## src/rtl/cr_axis_framer_pkg.sv

```systemverilog
// Shared definitions for the CCE inbound AXI-Stream job framer.
//   - tuser codes carried on the output stream (start/end-of-transfer tags)
//   - FSM state encoding of the framer
//   - default-width layout of one header/trailer table entry
//   - helper to bound a per-job entry count by the table depth
package cr_axis_framer_pkg;

    localparam logic [7:0] TUSER_MID     = 8'd0;
    localparam logic [7:0] TUSER_SOT     = 8'd1;
    localparam logic [7:0] TUSER_EOT     = 8'd2;
    localparam logic [7:0] TUSER_SOT_EOT = 8'd3;

    typedef enum logic [2:0] {
        S_IDLE = 3'd0,
        S_HDR  = 3'd1,
        S_PAY  = 3'd2,
        S_TRL  = 3'd3,
        S_FIN  = 3'd4
    } state_t;

    // Entry layout at the default widths; the framer packs entries in the
    // same field order {data, user, strb, last} at its parameterised widths.
    localparam int ENTRY_DATA_W = 64;
    localparam int ENTRY_USER_W = 8;
    localparam int ENTRY_STRB_W = ENTRY_DATA_W / 8;

    typedef struct packed {
        logic [ENTRY_DATA_W-1:0] data;
        logic [ENTRY_USER_W-1:0] user;
        logic [ENTRY_STRB_W-1:0] strb;
        logic                    last;
    } entry_t;

    // Entry counts above the table depth would walk past the table and never
    // hit the phase-end compare, so they are saturated at the depth.
    function automatic int unsigned clamp_cnt(input int unsigned cnt, input int unsigned depth);
        return (cnt > depth) ? depth : cnt;
    endfunction

endpackage

```

## src/rtl/cr_axis_framer_tbl.sv

```systemverilog
// Small register file holding header or trailer entries.
//   i_clk, i_rst_n : clock, asynchronous active-low reset (clears all entries)
//   i_we, i_waddr, i_wdata : single write port; addresses >= DEPTH are dropped
//   i_raddr, o_rdata       : combinational read port; out-of-range reads give 0
module cr_axis_framer_tbl #(
    parameter int DEPTH = 8,
    parameter int WIDTH = 8,
    parameter int IDX_W = 3
) (
    input  logic             i_clk,
    input  logic             i_rst_n,
    input  logic             i_we,
    input  logic [IDX_W-1:0] i_waddr,
    input  logic [WIDTH-1:0] i_wdata,
    input  logic [IDX_W-1:0] i_raddr,
    output logic [WIDTH-1:0] o_rdata
);

    logic [WIDTH-1:0] r_mem [DEPTH];

    // Decoded per entry so an address that does not map to an entry simply
    // matches nothing, rather than aliasing onto a lower entry.
    always_ff @(posedge i_clk or negedge i_rst_n) begin
        if (!i_rst_n) begin
            for (int i = 0; i < DEPTH; i++) r_mem[i] <= '0;
        end else begin
            for (int i = 0; i < DEPTH; i++) begin
                if (i_we && (i_waddr == IDX_W'(i))) r_mem[i] <= i_wdata;
            end
        end
    end

    always_comb begin
        o_rdata = '0;
        for (int i = 0; i < DEPTH; i++) begin
            if (i_raddr == IDX_W'(i)) o_rdata = r_mem[i];
        end
    end

endmodule

```

## src/rtl/cr_axis_job_framer.sv

```systemverilog
// AXI-Stream job framer: per job emits cfg_hdr_cnt header entries, job_len
// payload bytes (generated strobes, EoT tag on the final beat), then
// cfg_trl_cnt trailer entries, all tagged with the job's tid.
//   cfg_*          : header/trailer table writes (IDLE only) and per-job counts
//   job_*          : start pulse with length/tid, sampled in IDLE
//   pl_*           : payload input stream
//   ob_*           : output stream, single registered stage
//   busy/done/err  : status; byte_cnt counts payload bytes of current/last job
//   dbg_state      : current FSM state
//
// Handshakes (pl_* and ob_*): a beat transfers on a rising edge where valid
// and ready are both high. ob_tvalid never depends on ob_tready, and while
// ob_tvalid && !ob_tready all ob_* hold. pl_tready is high only in PAY with
// room in the output stage; pl_tvalid may be raised and dropped freely.
module cr_axis_job_framer
    import cr_axis_framer_pkg::*;
#(
    parameter int DATA_W    = 64,
    parameter int STRB_W    = DATA_W / 8,
    parameter int USER_W    = 8,
    parameter int TID_W     = 1,
    parameter int HDR_DEPTH = 8,
    parameter int TRL_DEPTH = 4,
    localparam int IDX_W    = $clog2((HDR_DEPTH > TRL_DEPTH) ? HDR_DEPTH : TRL_DEPTH),
    localparam int HCNT_W   = $clog2(HDR_DEPTH + 1),
    localparam int TCNT_W   = $clog2(TRL_DEPTH + 1)
) (
    input  logic              clk,
    input  logic              rst_n,
    input  logic              cfg_we,
    input  logic              cfg_sel,
    input  logic [IDX_W-1:0]  cfg_idx,
    input  logic [DATA_W-1:0] cfg_data,
    input  logic [USER_W-1:0] cfg_user,
    input  logic [STRB_W-1:0] cfg_strb,
    input  logic              cfg_last,
    input  logic [HCNT_W-1:0] cfg_hdr_cnt,
    input  logic [TCNT_W-1:0] cfg_trl_cnt,
    input  logic              job_start,
    input  logic [31:0]       job_len,
    input  logic [TID_W-1:0]  job_tid,
    input  logic              pl_tvalid,
    output logic              pl_tready,
    input  logic [DATA_W-1:0] pl_tdata,
    output logic              ob_tvalid,
    input  logic              ob_tready,
    output logic [DATA_W-1:0] ob_tdata,
    output logic [STRB_W-1:0] ob_tstrb,
    output logic [USER_W-1:0] ob_tuser,
    output logic              ob_tlast,
    output logic [TID_W-1:0]  ob_tid,
    output logic              busy,
    output logic              done,
    output logic              err,
    output logic [31:0]       byte_cnt,
    output logic [2:0]        dbg_state
);

    localparam int ENT_W = DATA_W + USER_W + STRB_W + 1;

    state_t             r_state, w_state_nxt;
    logic [IDX_W-1:0]   r_idx, w_idx_nxt;
    logic [31:0]        r_rem, w_rem_nxt;
    logic [31:0]        r_byte_cnt, w_byte_cnt_nxt;
    logic [TID_W-1:0]   r_tid;
    logic [HCNT_W-1:0]  r_hdr_cnt;
    logic [TCNT_W-1:0]  r_trl_cnt;
    logic               r_done, w_done_nxt;
    logic               r_err, w_err_nxt;

    logic               r_ob_tvalid, r_ob_tlast;
    logic [DATA_W-1:0]  r_ob_tdata;
    logic [STRB_W-1:0]  r_ob_tstrb;
    logic [USER_W-1:0]  r_ob_tuser;
    logic [TID_W-1:0]   r_ob_tid;

    logic               w_beat_valid, w_beat_last;
    logic [DATA_W-1:0]  w_beat_data;
    logic [STRB_W-1:0]  w_beat_strb;
    logic [USER_W-1:0]  w_beat_user;

    logic               w_load, w_busy, w_start, w_hdr_end, w_trl_end, w_pay_eot;
    logic [31:0]        w_pay_n;
    logic [STRB_W-1:0]  w_pay_strb;
    logic [HCNT_W-1:0]  w_hdr_cnt_in;
    logic [TCNT_W-1:0]  w_trl_cnt_in;

    logic [ENT_W-1:0]   w_cfg_ent, w_hdr_ent, w_trl_ent;
    logic [DATA_W-1:0]  w_hdr_data, w_trl_data;
    logic [USER_W-1:0]  w_hdr_user, w_trl_user;
    logic [STRB_W-1:0]  w_hdr_strb, w_trl_strb;
    logic               w_hdr_last, w_trl_last;

    assign w_busy    = (r_state != S_IDLE);
    assign w_start   = (r_state == S_IDLE) && job_start;
    // Output stage can take a new beat when empty or being drained this edge.
    assign w_load    = !r_ob_tvalid || ob_tready;
    assign w_cfg_ent = {cfg_data, cfg_user, cfg_strb, cfg_last};
    assign {w_hdr_data, w_hdr_user, w_hdr_strb, w_hdr_last} = w_hdr_ent;
    assign {w_trl_data, w_trl_user, w_trl_strb, w_trl_last} = w_trl_ent;

    assign w_hdr_cnt_in = HCNT_W'(clamp_cnt(32'(cfg_hdr_cnt), HDR_DEPTH));
    assign w_trl_cnt_in = TCNT_W'(clamp_cnt(32'(cfg_trl_cnt), TRL_DEPTH));
    assign w_hdr_end    = (32'(r_idx) + 32'd1) >= 32'(r_hdr_cnt);
    assign w_trl_end    = (32'(r_idx) + 32'd1) >= 32'(r_trl_cnt);
    assign w_pay_eot    = (r_rem <= 32'(STRB_W));
    assign w_pay_n      = w_pay_eot ? r_rem : 32'(STRB_W);

    // Byte b is live while more than b bytes remain: gives (1<<n)-1.
    always_comb begin
        w_pay_strb = '0;
        for (int b = 0; b < STRB_W; b++) w_pay_strb[b] = (r_rem > 32'(b));
    end

    cr_axis_framer_tbl #(.DEPTH(HDR_DEPTH), .WIDTH(ENT_W), .IDX_W(IDX_W)) u_hdr_tbl (
        .i_clk   (clk),
        .i_rst_n (rst_n),
        .i_we    (cfg_we && !w_busy && !cfg_sel),
        .i_waddr (cfg_idx),
        .i_wdata (w_cfg_ent),
        .i_raddr (r_idx),
        .o_rdata (w_hdr_ent)
    );

    cr_axis_framer_tbl #(.DEPTH(TRL_DEPTH), .WIDTH(ENT_W), .IDX_W(IDX_W)) u_trl_tbl (
        .i_clk   (clk),
        .i_rst_n (rst_n),
        .i_we    (cfg_we && !w_busy && cfg_sel),
        .i_waddr (cfg_idx),
        .i_wdata (w_cfg_ent),
        .i_raddr (r_idx),
        .o_rdata (w_trl_ent)
    );

    always_comb begin
        w_state_nxt    = r_state;
        w_idx_nxt      = r_idx;
        w_rem_nxt      = r_rem;
        w_byte_cnt_nxt = r_byte_cnt;
        w_beat_valid   = 1'b0;
        w_beat_data    = '0;
        w_beat_user    = '0;
        w_beat_strb    = '0;
        w_beat_last    = 1'b0;
        w_done_nxt     = 1'b0;
        w_err_nxt      = w_busy && (job_start || cfg_we);
        unique case (r_state)
            S_IDLE: begin
                if (job_start) begin
                    w_rem_nxt      = job_len;
                    w_byte_cnt_nxt = '0;
                    w_idx_nxt      = '0;
                    if (cfg_hdr_cnt != '0)      w_state_nxt = S_HDR;
                    else if (job_len != 32'd0)  w_state_nxt = S_PAY;
                    else if (cfg_trl_cnt != '0) w_state_nxt = S_TRL;
                    else                        w_state_nxt = S_FIN;
                end
            end
            S_HDR: begin
                if (w_load) begin
                    w_beat_valid = 1'b1;
                    w_beat_data  = w_hdr_data;
                    w_beat_user  = w_hdr_user;
                    w_beat_strb  = w_hdr_strb;
                    w_beat_last  = w_hdr_last;
                    w_idx_nxt    = r_idx + IDX_W'(1);
                    if (w_hdr_end) begin
                        w_idx_nxt = '0;
                        if (r_rem != 32'd0)       w_state_nxt = S_PAY;
                        else if (r_trl_cnt != '0) w_state_nxt = S_TRL;
                        else                      w_state_nxt = S_FIN;
                    end
                end
            end
            S_PAY: begin
                if (w_load && pl_tvalid) begin
                    w_beat_valid   = 1'b1;
                    w_beat_data    = pl_tdata;
                    w_beat_strb    = w_pay_strb;
                    w_beat_user    = w_pay_eot ? USER_W'(TUSER_EOT) : USER_W'(TUSER_MID);
                    w_rem_nxt      = r_rem - w_pay_n;
                    w_byte_cnt_nxt = r_byte_cnt + w_pay_n;
                    if (w_pay_eot) w_state_nxt = (r_trl_cnt != '0) ? S_TRL : S_FIN;
                end
            end
            S_TRL: begin
                if (w_load) begin
                    w_beat_valid = 1'b1;
                    w_beat_data  = w_trl_data;
                    w_beat_user  = w_trl_user;
                    w_beat_strb  = w_trl_strb;
                    w_beat_last  = w_trl_last;
                    w_idx_nxt    = r_idx + IDX_W'(1);
                    if (w_trl_end) begin
                        w_idx_nxt   = '0;
                        w_state_nxt = S_FIN;
                    end
                end
            end
            S_FIN: begin
                // Wait here until the last beat has left the output stage.
                if (w_load) begin
                    w_state_nxt = S_IDLE;
                    w_done_nxt  = 1'b1;
                end
            end
            default: w_state_nxt = S_IDLE;
        endcase
    end

    always_ff @(posedge clk or negedge rst_n) begin
        if (!rst_n) begin
            r_state     <= S_IDLE;
            r_idx       <= '0;
            r_rem       <= '0;
            r_byte_cnt  <= '0;
            r_tid       <= '0;
            r_hdr_cnt   <= '0;
            r_trl_cnt   <= '0;
            r_done      <= 1'b0;
            r_err       <= 1'b0;
            r_ob_tvalid <= 1'b0;
            r_ob_tdata  <= '0;
            r_ob_tstrb  <= '0;
            r_ob_tuser  <= '0;
            r_ob_tlast  <= 1'b0;
            r_ob_tid    <= '0;
        end else begin
            r_state    <= w_state_nxt;
            r_idx      <= w_idx_nxt;
            r_rem      <= w_rem_nxt;
            r_byte_cnt <= w_byte_cnt_nxt;
            r_done     <= w_done_nxt;
            r_err      <= w_err_nxt;
            if (w_start) begin
                r_tid     <= job_tid;
                r_hdr_cnt <= w_hdr_cnt_in;
                r_trl_cnt <= w_trl_cnt_in;
            end
            if (w_load) begin
                r_ob_tvalid <= w_beat_valid;
                r_ob_tdata  <= w_beat_data;
                r_ob_tstrb  <= w_beat_strb;
                r_ob_tuser  <= w_beat_user;
                r_ob_tlast  <= w_beat_last;
                r_ob_tid    <= w_beat_valid ? r_tid : '0;
            end
        end
    end

    assign pl_tready = (r_state == S_PAY) && w_load;
    assign ob_tvalid = r_ob_tvalid;
    assign ob_tdata  = r_ob_tdata;
    assign ob_tstrb  = r_ob_tstrb;
    assign ob_tuser  = r_ob_tuser;
    assign ob_tlast  = r_ob_tlast;
    assign ob_tid    = r_ob_tid;
    assign busy      = w_busy;
    assign done      = r_done;
    assign err       = r_err;
    assign byte_cnt  = r_byte_cnt;
    assign dbg_state = r_state;

endmodule

```

## config.mk

```make
export PLATFORM = sky130hd
export DESIGN_NAME = cr_axis_job_framer
export DESIGN_NICKNAME = d
export VERILOG_FILES = /design/src/rtl/cr_axis_framer_pkg.sv /design/src/rtl/cr_axis_framer_tbl.sv /design/src/rtl/cr_axis_job_framer.sv
export SDC_FILE = /design/constraint.sdc
export NUM_CORES = 2
export LEC_CHECK = 0
export ABC_AREA = 1
export CAP_MARGIN = 20
export CORE_UTILIZATION = 49
export CTS_CLUSTER_SIZE = 10
export DETAILED_ROUTE_END_ITERATION = 12
export PLACE_DENSITY = 0.66
export SYNTH_ARGS = -nofsm -noshare
export SYNTH_HDL_FRONTEND = slang
export SYNTH_SLANG_ARGS = --single-unit
export TNS_END_PERCENT = 30
```

## constraint.sdc

```tcl
create_clock -name clk -period 3.3 [get_ports clk]
set_input_delay 0.66 -clock clk [delete_from_list [all_inputs] [get_ports clk]]
set_output_delay 0.66 -clock clk [all_outputs]
set_load 0.01 [all_outputs]
```

# ---- Word level (Yosys, flattened, before mapping)
# Index checks and enable logic that the tools add are counted.
dict set report op_classes {
  eq_ne 26
  add_sub_neg 4
  reduce_logical 39
  n_mux 54
  magnitude_cmp 13
}
# operator count
set ops {}
lappend ops {{$mux 81} 12}
lappend ops {{$pmux 64 s3} 1}
lappend ops {{$mux 32} 5}
lappend ops {{$gt 32x3->1 const B} 4}
lappend ops {{$pmux 32 s2} 2}
lappend ops {{$gt 32x1->1 const B} 2}
lappend ops {{$gt 32x2->1 const B} 2}
lappend ops {{$mux 64} 1}
lappend ops {{$reduce_bool 32->1} 2}
lappend ops {{$mux 3} 19}
lappend ops {{$pmux 8 s3} 2}
lappend ops {{$add 32x32->32} 1}
lappend ops {{$ge 32x4->1} 1}
lappend ops {{$le 32x4->1 const B} 1}
lappend ops {{$sub 32x32->32} 1}
lappend ops {{$eq 3x3->1 const B} 9}
lappend ops {{$logic_and 1x1->1} 19}
lappend ops {{$eq 3x2->1 const B} 6}
lappend ops {{$ne 2x2->1 const B} 8}
lappend ops {{$pmux 3 s5} 1}
lappend ops {{$reduce_bool 3->1} 4}
lappend ops {{$eq 3x1->1 const B} 3}
lappend ops {{$logic_not 3->1} 3}
lappend ops {{$pmux 3 s3} 1}
lappend ops {{other kinds (18)} 26}
dict set report totals {
  input_bits 195
  elab_cells 163
  out_inout_bits 122
  reg_bits 1135
}

# ---- Logic depth before layout (Yosys ltp)
dict set report logic_depth {
  ltp_word 10
  depth_mapped 19
  depth_no_buf 18
}

# ---- Hierarchy
# A second synthesis with hierarchy kept.
dict set report hier_totals {
  hier_cells 6451
  hier_area_um2 53911.7
}
# module instances seq_area_each_um2 area_each_um2 cells_each
set modules_own_cells {}
lappend modules_own_cells {{cr_axis_framer_tbl at u_hdr_tbl} 1 16215.6 28293.4 3288}
lappend modules_own_cells {{cr_axis_framer_tbl at u_trl_tbl} 1 8107.8 14587.7 1624}
lappend modules_own_cells {cr_axis_job_framer 1 4078.9 11030.6 1539}

# ---- Worst setup path after synthesis
# Ideal clock, no wire load.
dict set report synth_timing {
  kind {register -> register}
  from {reg r_rem[4]}
  to {reg r_byte_cnt[26], in the netlist byte_cnt[26]}
  period_less_slack_ns 2.944
  slack_ns 0.356
  path_stages_with_launch 20
  arrival_ns 2.818
  setup_time_ns 0.126
  n_path_buf 1
  t_required_ns 3.174
  cell_sequence {dfrtp_1 > nor2_2 > nand2_1 > a21oi_1 > nand4_1 > buf_4 > nor2_1 > ha_1 > inv_1 > fa_1 > o21ai_0 > a21oi_1 > inv_1 > nand3_1 > nand3_1 > nand2_1 > nand2_1 > nand2_1 > nand2_1 > o21ai_0}
}
dict set report synth_via {
  elab_chain_cells 5
}
# element line_no
set synth_lines {}
lappend synth_lines {{start: declaration} cr_axis_job_framer.sv:63} ;# logic [31:0] r_rem, w_rem_nxt;
lappend synth_lines {{start signal: assignment} cr_axis_job_framer.sv:231} ;# r_rem <= w_rem_nxt;
lappend synth_lines {{$le 32x4->1} cr_axis_job_framer.sv:106} ;# assign w_pay_eot = (r_rem <= 32'(STRB_W));
lappend synth_lines {{$mux 32 (*)} cr_axis_job_framer.sv:107} ;# assign w_pay_n = w_pay_eot ? r_rem : 32'(STRB_W);
lappend synth_lines {{$add 32x32->32 (*)} cr_axis_job_framer.sv:182} ;# w_byte_cnt_nxt = r_byte_cnt + w_pay_n;
lappend synth_lines {{$mux 32 (*)} cr_axis_job_framer.sv:176} ;# if (w_load && pl_tvalid) begin
lappend synth_lines {{$pmux 32 s2 (*)} cr_axis_job_framer.sv:147} ;# unique case (r_state)
lappend synth_lines {{end signal: assignment} cr_axis_job_framer.sv:232} ;# r_byte_cnt <= w_byte_cnt_nxt;
lappend synth_lines {{end: declaration} cr_axis_job_framer.sv:64} ;# logic [31:0] r_byte_cnt, w_byte_cnt_nxt;
# Every way passes the cells marked *; elsewhere a longest branch is shown, timed or not. The select of a mux whose other input is x is not followed.
# A chain may end at the register's enable or synchronous reset.

# ---- Final worst setup path
dict set report layout_timing {
  from {reg r_rem[11]}
  to {reg r_byte_cnt[25], in the netlist byte_cnt[25]}
}
# The elaborated chain is that of the path after synthesis.

==> impl_metrics.yaml <==
floorplan:
  dieWidth_um: 336
  rows: 122
  start_util_pct: 49.4
  dieArea_um2: 113000
  boundaryPins: 317
  core_um2: 111000
  die_y_um: 336
grt:
  grt_overflow_total: 0
  grt_pass1_wl_um: 264000
  grt_usage_pct: 29.9
  antenna_found_initial: 7
  grt_max_degree: 163
  grt_pass1_vias: 44793
synth:
  synth_cells: 7090
  synth_flop_cell: "dfrtp_1"
  yosysWarnings: 0
  seq_area_frac_synth_pct: 51.9
  syn_avg_cell_area_um2: 7.72
  ys_top_cells_by_count: "2,560 x nand2_1, 1,268 x o21ai_0, 1,135 x dfrtp_1"
  synth.largest_area_cell: "dfrtp_1"
  synth_area_um2: 54700
  yosysUniqueCellTypes: 49
  synth.most_common_cell: "nand2_1"
  synth_edf_count: 0
  ys_ff_latch: 1135
  async_flop_share_pct: 100
  synth_top_area_share_pct: 51.9
  synth.area.top_cells: "dfrtp_1 52%, nand2_1 18%, o21ai_0 12%"
clock_network:
  cts_made_buffers: 136
  clockRootBuffer: "clkbuf_16"
  cts_sinks: 1135
  clkTransAtPathRegs_ns: 0.06
  clockBufferDepth: 3
  cts_tree: "yes"
  insertion_delay_ns: 0.73
  cts_max_level: 4
setup_path:
  r2r_end: "byte_cnt[25]"
  arrival_ns: 3.74
  path_cells: "nor2_2 > nand2_1 > nor2_1 > nand4_1 > buf_4 > nor2_1 > ha_1 > a21oi_1 > o21ai_0 > nor2_1 > o21ai_0 > buf_4 > a21o_1 > nand2_1 > nand3b_1 > nand3_1 > nand2_1"
  slowest_delay_ns: 0.42
  crit_required_ns: 3.91
  ff2ff_setup_slack_ns: 0.18
  crit_slowest_cell: "dfrtp_1"
  crit_type: "register to register"
  timing.rr.start: "r_rem[11]"
  startpoint_type: "register"
  rr_worst_depth: 17
  crit_path_max_fanout: 5
  critPathCaptureType: "register"
routing:
  wl_um: 167000
  num_vias: 47647
  wire_per_inst_um: 19.1
  dr.pass1.iters: 6
  drt_iter0_drc: 4963
  antenna_left: 0
  drt-vias-per-instance: 5.45
  drc: 0
pwr:
  p_switching_uw: 19900
  seq_power_share_pct: 40.9
  p_clk_share_pct: 24.9
  p_sw_share_pct: 36.8
  leakagePower_uw: 0.0322
  p_int_uw: 34100
  combPwrFrac_pct: 34.2
  power.density_nw_per_um2: 848
  ir_drop_v: 0.000732
final_layout:
  final_core_util_pct: 57.4
  design_area_um2: 63600
  drive_above_1_share_pct: 5.44
  syn2layout_area_growth_pct: 16.2
  layout.nets: 7448
sta:
  min_period_over_period_pct: 94.6
  finalClockSkew_ns: 0.0269
  hold_viol: 0
  setup_ws_ns: 0.178
  max_freq_ghz: 0.320
  whs_ns: 0.476
  period_minus_slack_ns: 3.12
  slew_headroom_pct: 38.7
  setup_tns_ns: 0
  slew_violations: 0
  tightest_slew_ns: 0.912
  setup_viol: 0
run_status:
  status: "complete, no violations"
placement:
  gp_congestion: 0.931
  io_buffer_count: 316
  pre_cts_ws_ns: 0.0903
  dp_hpwl_um: 103000
  postPlaceCellArea_um2: 59700
run:
  drv_cap: 0
worst_hold_path:
  hold_start: "u_hdr_tbl.r_mem[426]"
  min_to: "u_hdr_tbl.r_mem[426]"
  holdPathStages: 2
  hold_class: "register to register"
==> cells by family after synthesis <==
logic type | synth area share [%]
adder cells (fa/ha/maj) | 1.09
other | 0.0137
AND/OR/NAND/NOR | 23.6
AO/OA/AOI/OAI | 16.5
buffers and inverters | 6.81
flip-flops | 51.9
XOR/XNOR | 0.144
==> worst max path at each step <==
stage                   start            to  slack, ns  cells after the start
floorplan            r_rem[4]  byte_cnt[26]       0.36                     19
global placement    r_rem[19]  byte_cnt[18]       0.18                     18
detailed placement   r_rem[9]  byte_cnt[26]       0.09                     19
CTS                  r_rem[9]  byte_cnt[26]       0.08                     19
global route         r_rem[7]  byte_cnt[18]      -0.02                     17
finish              r_rem[11]  byte_cnt[25]       0.18                     17
==> state kept, by name, indices dropped and copies added, names as in the netlist, 4 cells and up <==
register / flops
byte_cnt: 32
ob_tuser: 8
ob_tstrb: 8
ob_tdata: 64
r_rem: 32
r_hdr_cnt: 4
u_hdr_tbl.r_mem: 648
u_trl_tbl.r_mem: 324
==> power by group through the flow <==
stage / sequential, µW / clock (µW) / combinational (µW)
floorplan: 21800 / 0 / 11400
global placement: 21900 / 0 / 17900
detailed placement: 22100 / 0 / 18200
CTS: 21900 / 13700 / 18300
global route: 22600 / 14300 / 21000
finish: 22000 / 13500 / 18400
==> cell type report <==
cell class              count  area, µm²
fillers                 10233      47100
inverters                 382       1450
clock inverters             5       35.0
flip-flops and latches   1135      28400
repair buffers            475       5190
clock buffers             173       3770
well taps                1488       1860
diodes                      2       5.00
multi-input cells        5076      22900
==> metrics by stage <==
stage,power [µW],instances
6_report,53900,8736
3_5_place_dp,40300,8553
3_3_place_gp,39800,8553
4_1_cts,53900,8732
5_1_grt,57900,8734
2_1_floorplan,33100,7116
==> layer usage <==
metal,up-vias,share of wire [%],GRT usage (%)
met2,1588,45,46.4
met1,22840,46,43.8
met5,-,0.020,0
met3,206,7.5,5.31
met4,6,1.7,6.77
li1,23007,-,-
==> worst max-delay path: cells and delay by family, from the launching register on <==
family | cells | cell delay (ns)
flip-flops | 1 | 0.42
AND/OR/NAND/NOR | 10 | 1.22
buffers and inverters | 2 | 0.39
adder cells (fa/ha/maj) | 1 | 0.28
AO/OA/AOI/OAI | 4 | 0.68
==> layout by cell type (no fill, tap or decap), types with 5 or more instances in the layout <==
| cell type | n |
|---|---|
| clkdlybuf4s50_1 | 315 |
| or2_2 | 23 |
| clkbuf_1 | 20 |
| nor4_1 | 8 |
| conb_1 | 28 |
| buf_4 | 92 |
| clkbuf_8 | 12 |
| nand2_4 | 11 |
| nand4_1 | 26 |
| ha_1 | 46 |
| clkbuf_16 | 141 |
| a21o_1 | 5 |
| xnor2_1 | 5 |
| a21oi_1 | 201 |
| nand3_1 | 164 |
| a22oi_1 | 101 |
| nor2_1 | 457 |
| nor3_1 | 25 |
| inv_1 | 373 |
| nand3b_1 | 5 |
| nand2_1 | 2552 |
| o21ai_1 | 8 |
| o21ai_0 | 1265 |
| o211ai_1 | 87 |
| buf_12 | 66 |
| nor2_4 | 7 |
| nor2_2 | 11 |
| dfrtp_1 | 1134 |
==> repair_timing <==
action                     in CTS  in global routing
setup endpoints to repair       0                 12
setup buffers                   0                  2
hold endpoints to repair       34                  0
gates resized for setup         0                 18
hold buffers                    1                  0
Power figures use the tool's default switching activity.
